`config.mk`:
```
export PLATFORM = sky130hd
export DESIGN_NAME = rnd_range_gen_flat
export DESIGN_NICKNAME = d
export VERILOG_FILES = /design/src/rtl/rnd_range_gen_if.sv /design/src/rtl/rnd_range_gen.sv /design/src/flat_wrapper.sv
export SDC_FILE = /design/constraint.sdc
export NUM_CORES = 1
export LEC_CHECK = 0
export ABC_CLOCK_PERIOD_IN_PS = 4600
export BUFFER_PORTS_ARGS = -buffer_cell sky130_fd_sc_hd__clkbuf_2
export CAP_MARGIN = 20
export CELL_PAD_IN_SITES_DETAIL_PLACEMENT = 0
export CELL_PAD_IN_SITES_GLOBAL_PLACEMENT = 1
export CORE_AREA = 2 2 148 114
export CTS_BUF_LIST = sky130_fd_sc_hd__clkbuf_4 sky130_fd_sc_hd__clkbuf_8
export DETAILED_ROUTE_END_ITERATION = 7
export DIE_AREA = 0 0 150 116
export GPL_TIMING_DRIVEN = 0
export PLACE_DENSITY_LB_ADDON = 0.1
export SLEW_MARGIN = 20
export SYNTH_ARGS = -nofsm -noshare
export SYNTH_HDL_FRONTEND = slang
export SYNTH_SLANG_ARGS = --single-unit
```
`constraint.sdc`:
```
create_clock -name clk -period 4.6 [get_ports clk]
set_clock_uncertainty 0.05 [all_clocks]
set_input_delay 0.46 -clock clk [delete_from_list [all_inputs] [get_ports clk]]
set_output_delay 0.46 -clock clk [all_outputs]
set_load 0.005 [all_outputs]
```
`src/rtl/rnd_range_gen_if.sv`:
```
// Request/response handshake bundle for rnd_range_gen: the range request goes in,
// the bounded random result comes back.
interface rnd_range_gen_if #(
  parameter int unsigned OUT_W = 8
);
  logic             req_valid;
  logic             req_ready;
  logic [OUT_W-1:0] req_lo;
  logic [OUT_W-1:0] req_hi;
  logic             rsp_valid;
  logic             rsp_ready;
  logic [OUT_W-1:0] rsp_data;
  logic             rsp_fallback;

  modport master (
    output req_valid, req_lo, req_hi, rsp_ready,
    input  req_ready, rsp_valid, rsp_data, rsp_fallback
  );

  modport slave (
    input  req_valid, req_lo, req_hi, rsp_ready,
    output req_ready, rsp_valid, rsp_data, rsp_fallback
  );
endinterface

```
`src/rtl/rnd_range_gen.sv`:
```
// Galois-LFSR bounded random source: a power-of-two mask plus rejection sampling,
// with a retry cap that falls back to a deterministic in-range fold.
module rnd_range_gen #(
  parameter int unsigned WIDTH     = 16,
  parameter int unsigned TAPS      = 32'h0000_B400,
  parameter int unsigned OUT_W     = 8,
  parameter int unsigned MAX_TRIES = 8,
  parameter int unsigned SEED_INIT = 1,
  parameter bit          FREE_RUN  = 1'b0
) (
  input  logic             clk,
  input  logic             rst,
  input  logic             lock_seed,
  rnd_range_gen_if.slave   bus,
  output logic [WIDTH-1:0] lfsr_state
);
  localparam logic [WIDTH-1:0] TAP_MASK = WIDTH'(TAPS);
  localparam logic [WIDTH-1:0] SEED_RAW = WIDTH'(SEED_INIT);
  localparam logic [WIDTH-1:0] SEED     = (SEED_RAW == '0) ? WIDTH'(1) : SEED_RAW;
  localparam int unsigned      TRY_W    = (MAX_TRIES > 1) ? $clog2(MAX_TRIES) : 1;

  typedef enum logic [1:0] {IDLE, MASK, GEN, HOLD} state_t;

  state_t           state;
  logic [WIDTH-1:0] lfsr;
  logic [WIDTH-1:0] lfsr_next;
  logic [WIDTH-1:0] seed_cnt;
  logic [TRY_W-1:0] tries;
  logic [OUT_W-1:0] lo;
  logic [OUT_W-1:0] span;
  logic [OUT_W-1:0] mask;
  logic [OUT_W-1:0] cand;
  logic [OUT_W-1:0] in_lo;
  logic [OUT_W-1:0] in_hi;
  logic             accept;
  logic             last_try;
  logic             req_ready;
  logic             rsp_valid;
  logic [OUT_W-1:0] rsp_data;
  logic             rsp_fallback;

  // Smear the top set bit downward: smallest 2^k-1 covering the span.
  function automatic logic [OUT_W-1:0] cover_mask(input logic [OUT_W-1:0] v);
    logic [OUT_W-1:0] m;
    m = v;
    for (int unsigned i = 1; i < OUT_W; i++) begin
      m = m | (m >> i);
    end
    return m;
  endfunction

  assign lfsr_next = lfsr[0] ? ((lfsr >> 1) ^ TAP_MASK) : (lfsr >> 1);
  assign cand      = lfsr[OUT_W-1:0] & mask;
  assign accept    = (cand <= span);
  assign last_try  = (tries == TRY_W'(MAX_TRIES - 1));
  assign in_lo     = (bus.req_lo <= bus.req_hi) ? bus.req_lo : bus.req_hi;
  assign in_hi     = (bus.req_lo <= bus.req_hi) ? bus.req_hi : bus.req_lo;

  assign bus.req_ready    = req_ready;
  assign bus.rsp_valid    = rsp_valid;
  assign bus.rsp_data     = rsp_data;
  assign bus.rsp_fallback = rsp_fallback;
  assign lfsr_state       = lfsr;

  always_ff @(posedge clk or posedge rst) begin
    if (rst) begin
      state        <= IDLE;
      lfsr         <= SEED;
      seed_cnt     <= '0;
      tries        <= '0;
      lo           <= '0;
      span         <= '0;
      mask         <= '0;
      req_ready    <= 1'b1;
      rsp_valid    <= 1'b0;
      rsp_data     <= '0;
      rsp_fallback <= 1'b0;
    end else begin
      seed_cnt <= seed_cnt + 1'b1;

      if (lock_seed) begin
        lfsr <= (seed_cnt == '0) ? WIDTH'(1) : seed_cnt;
      end else if (state == GEN || FREE_RUN) begin
        lfsr <= lfsr_next;
      end

      case (state)
        IDLE: begin
          if (bus.req_valid) begin
            lo        <= in_lo;
            span      <= in_hi - in_lo;
            tries     <= '0;
            req_ready <= 1'b0;
            state     <= MASK;
          end
        end
        MASK: begin
          mask  <= cover_mask(span);
          state <= GEN;
        end
        GEN: begin
          if (accept) begin
            rsp_data     <= lo + cand;
            rsp_fallback <= 1'b0;
            rsp_valid    <= 1'b1;
            state        <= HOLD;
          end else if (last_try) begin
            // mask < 2*(span+1), so subtracting span+1 folds back into [lo, hi]
            rsp_data     <= lo + cand - span - 1'b1;
            rsp_fallback <= 1'b1;
            rsp_valid    <= 1'b1;
            state        <= HOLD;
          end else begin
            tries <= tries + 1'b1;
          end
        end
        HOLD: begin
          if (bus.rsp_ready) begin
            rsp_valid <= 1'b0;
            req_ready <= 1'b1;
            state     <= IDLE;
          end
        end
        default: state <= IDLE;
      endcase
    end
  end
endmodule

```
`src/flat_wrapper.sv`:
```
// flat-port wrapper written by rule: the top's interface ports become plain ports
module rnd_range_gen_flat 
#(
  parameter int unsigned WIDTH     = 16,
  parameter int unsigned TAPS      = 32'h0000_B400,
  parameter int unsigned OUT_W     = 8,
  parameter int unsigned MAX_TRIES = 8,
  parameter int unsigned SEED_INIT = 1,
  parameter bit          FREE_RUN  = 1'b0
)
  (clk, rst, lock_seed, lfsr_state, bus_req_valid, bus_req_lo, bus_req_hi, bus_rsp_ready, bus_req_ready, bus_rsp_valid, bus_rsp_data, bus_rsp_fallback);
  rnd_range_gen_if #(.OUT_W(OUT_W)) bus_i ();
  input  logic clk;
  input  logic rst;
  input  logic lock_seed;
  output logic [WIDTH-1:0] lfsr_state;
  input wire logic [$bits(bus_i.req_valid)-1:0] bus_req_valid;
  input wire logic [$bits(bus_i.req_lo)-1:0] bus_req_lo;
  input wire logic [$bits(bus_i.req_hi)-1:0] bus_req_hi;
  input wire logic [$bits(bus_i.rsp_ready)-1:0] bus_rsp_ready;
  output wire logic [$bits(bus_i.req_ready)-1:0] bus_req_ready;
  output wire logic [$bits(bus_i.rsp_valid)-1:0] bus_rsp_valid;
  output wire logic [$bits(bus_i.rsp_data)-1:0] bus_rsp_data;
  output wire logic [$bits(bus_i.rsp_fallback)-1:0] bus_rsp_fallback;
  assign bus_i.req_valid = bus_req_valid;
  assign bus_i.req_lo = bus_req_lo;
  assign bus_i.req_hi = bus_req_hi;
  assign bus_i.rsp_ready = bus_rsp_ready;
  assign bus_req_ready = bus_i.req_ready;
  assign bus_rsp_valid = bus_i.rsp_valid;
  assign bus_rsp_data = bus_i.rsp_data;
  assign bus_rsp_fallback = bus_i.rsp_fallback;
  rnd_range_gen #(.WIDTH(WIDTH), .TAPS(TAPS), .OUT_W(OUT_W), .MAX_TRIES(MAX_TRIES), .SEED_INIT(SEED_INIT), .FREE_RUN(FREE_RUN)) u_core (.clk(clk), .rst(rst), .lock_seed(lock_seed), .bus(bus_i), .lfsr_state(lfsr_state));
endmodule
```
==> impl_metrics.yaml <==
timing:
  slew_headroom: 0.509
  finalSetupTns_ns: 0
  clock.fmax_ghz: 0.267
  hold_ws_ns: 0.00815
  setup_viol: 0
  grt_setup_unrepaired: "false"
  finalCriticalPeriod_ns: 3.74
  hold_violations: 0
  maxSlewViolCount: 0
  finalCritPeriodShare: 0.813
  worst_pin_slew_ns: 0.736
clocking:
  cts_setup_buffers: 0
  postCtsHoldBufs: 0
  clkSinkCount: 72
  cts_resized: 0
  cts.clk_slew.worst_paths_ns: 0.09
  cts_buffers: 9
  cts_tree: "done"
  htree_levels: 3
  root_buffer: "clkbuf_8"
  clockBufferDepth: 2
  insertion_delay_ns: 0.36
worst_setup_path:
  cp_data_required_time_ns: 4.82
  timing.critical_path.mode_cell: "ha_1"
  slowest_delay_ns: 0.38
  startpoint_type: "register"
  startpoint: "u_core.lfsr_state[0]$_DFFE_PP1P_"
  endpoint_kind: "register"
  critPathKind: "reg -> reg"
  reg2reg_from: "u_core.lfsr_state[0]$_DFFE_PP1P_"
  crit_slowest_cell: "dfstp_2"
  critPathArrivalTime_ns: 3.96
  crit_fanout: 6
  crit_chain: "clkbuf_1 -> and2_1 -> ha_1 -> ha_1 -> a31oi_1 -> a21boi_0 -> o21a_1 -> nor2_1 -> o21bai_1 -> a21oi_1 -> xnor2_1 -> ha_1 -> a21oi_1 -> o21ai_0 -> xnor2_1 -> nor3_1 -> a211oi_1"
floorplanning:
  die-area_sq_um: 17400
  core_area_sq_um: 15800
  die_w_microns: 150
  io_pins: 48
  start_util: 0.298
  rows: 40
  die_y_microns: 116
placement:
  dp_cells: 778
  placed_area_sq_um: 5240
  dp_hpwl_microns: 10200
  port_buffers: 47
  gp_congestion: 0.771
yosys:
  yosysSeqAreaShare: 0.383
  synth_mux_area_frac: 0.0478
  ys.flop_type: "dfrtp_1"
  synth_top_area_share: 0.372
  synth_area_leaders: "dfrtp_1, ha_1, o21ai_0"
  async_reset_ff_frac: 1.00
  ys_warn_count: 0
  synth_xor_area_frac: 0.0670
  syn_nets: 578
  synth.cell_area_sq_um: 4710
  ys_top_cells_by_count: "dfrtp_1, nand2_1, o21ai_0"
  synth.most_common_cell: "dfrtp_1"
  synth_top_family_by_area: "compound AO/OA/AOI/OAI gates"
  synth.largest_area_cell: "dfrtp_1"
  yosysUniqueCellTypes: 66
  synth_cells: 520
  synth_compound_gate_area_share: 0.182
  synth_edf_count: 0
  synthAdderAreaFrac: 0.104
  syn_area_per_cell_sq_um: 9.05
  synth-seq-cells: 72
  synthSimpleGateAreaFrac: 0.174
power:
  p_sw_uw: 1460
  ir_worst_vdd_mv: 0.200
  seqPwrFrac: 0.291
  p_int_uw: 1900
  p_leak_uw: 0.00246
  finalPower_uw: 3360
  p_per_area_nw_per_um2: 617
  power.share.combinational: 0.553
  swShare: 0.435
  clock_power_share: 0.156
detailed_routing:
  first_pass_iters: 4
  drtAntennaViolNets: 0
  drt_iter0_drc: 202
  vias: 3931
  drc: 0
  vias_per_cell: 4.95
  wire_per_inst_microns: 16.1
  wl_microns: 12800
status:
  outcome: "finished, final reports clean"
final_layout:
  syn2layout_area_growth_pct: 15.6
  num-nets-final: 637
  diodes: 0
  stdcell_area_sq_um: 5440
  drive_gt1_frac: 0.144
  fin_cells: 794
worst_hold_path:
  hold_class: "in -> async"
grt:
  grt.total_usage: 0.159
  grt_max_degree: 50
  grt_pass1_vias: 3884
  grt_pass1_wl_microns: 21100
  overflow: 0
  antenna_found_initial: 0
flow_run:
  cap_viol_max_count: 0
==> layout by cell type (no fill, tap or decap), types with 2 or more instances in the layout <==
cell        count
a221o_1         4
o21a_1          5
inv_1          31
or4_1           2
o21ai_0        50
a31oi_1         5
clkbuf_8       10
and2_1         10
nor3_1          5
nand3_1        12
a211oi_1        4
nor2b_1         6
maj3_1          2
nand2_1        61
and3_1          4
a21o_1          4
o22ai_1         8
o211ai_1        2
ha_1           36
nand4_1         9
clkinvlp_4      2
xor2_1         10
buf_1           2
a21oi_1        27
nor4_1          3
nor2_1         33
mux2_2          4
nand2b_1        8
xnor2_1        26
mux2i_1        18
a211o_1         4
o21bai_1        4
o31ai_1         2
dfrtp_1        70
buf_2           2
clkbuf_1       13
dfstp_2         2
clkbuf_2       47
==> power by group through the flow <==
stage / registers, uW / logic (uW) / clock network, uW
final: 975 / 1860 / 525
after floorplan: 946 / 1390 / 0
after global routing: 1000 / 2130 / 574
after global placement: 986 / 1830 / 0
after CTS: 979 / 1880 / 546
after detailed placement: 991 / 1870 / 0
==> through the flow <==
stage	setup WS, ns	utilization
2_1_floorplan	1.39	-
3_3_place_gp	0.608	0.329
3_5_place_dp	0.615	0.331
4_1_cts	0.872	0.344
5_1_grt	0.655	0.344
6_report	0.861	0.344
==> sequential cells by signal, indices dropped and copies added (netlist names), 2 cells and up <==
name                 flops
u_core.tries             3
u_core.lfsr_state       16
u_core.span              8
u_core.lo                8
u_core.state             2
u_core.seed_cnt         16
u_core.mask              8
u_core.bus.rsp_data      8
==> routing by layer <==
metal	wire length [microns]	GRT usage
met4	176	0.0440
met5	0	0
met3	553	0.0358
met2	4960	0.212
met1	7090	0.252
==> kinds of logic (layout without fill, tap and decap cells) <==
| family | Yosys count | after routing |
|---|---|---|
| multiplexers | 22 | 22 |
| AND/OR/NAND/NOR | 165 | 165 |
| AO/OA/AOI/OAI | 136 | 136 |
| flip-flops | 72 | 72 |
| buffers and inverters | 50 | 114 |
| XOR/XNOR | 36 | 36 |
| adder cells (fa/ha/maj) | 39 | 39 |
==> cell type report <==
class,count,area [sq um]
clock inverters,6,67.6
repair buffers,48,263
fillers,1702,10400
clock buffers,10,138
inverters,32,123
multi-input cells,398,2710
well taps,210,263
plain buffers,18,77.6
flip-flops and latches,72,1800
==> path summary, 6_finish.rpt <==
path | to | slack (ns) | cells after the start
setup / recovery | u_core.bus.rsp_data[7]$_DFFE_PP0P_ | 0.86 | 17
hold / removal | u_core.seed_cnt[4]$_DFF_PP0_ | 0.008 | 2
max in group asynchronous | u_core.bus.req_ready$_DFFE_PP1P_ | 3.86 | 3
min in group clk | u_core.bus.req_ready$_DFFE_PP1P_ | 0.33 | 3
hold reg to reg | u_core.bus.rsp_data[3]$_DFFE_PP0P_ | 0.43 | 2
setup reg to reg | u_core.bus.rsp_data[7]$_DFFE_PP0P_ | 0.86 | 17
==> critical path, delay by kind of cell, from the launching register on <==
| kind | cells | cell delay (ns) |
|---|---|---|
| AO/OA/AOI/OAI | 8 | 1.43 |
| XOR/XNOR | 2 | 0.39 |
| adder cells (fa/ha/maj) | 3 | 0.72 |
| buffers and inverters | 1 | 0.20 |
| flip-flops | 1 | 0.38 |
| AND/OR/NAND/NOR | 3 | 0.48 |
Note: power is estimated with default switching activity, not from simulation.
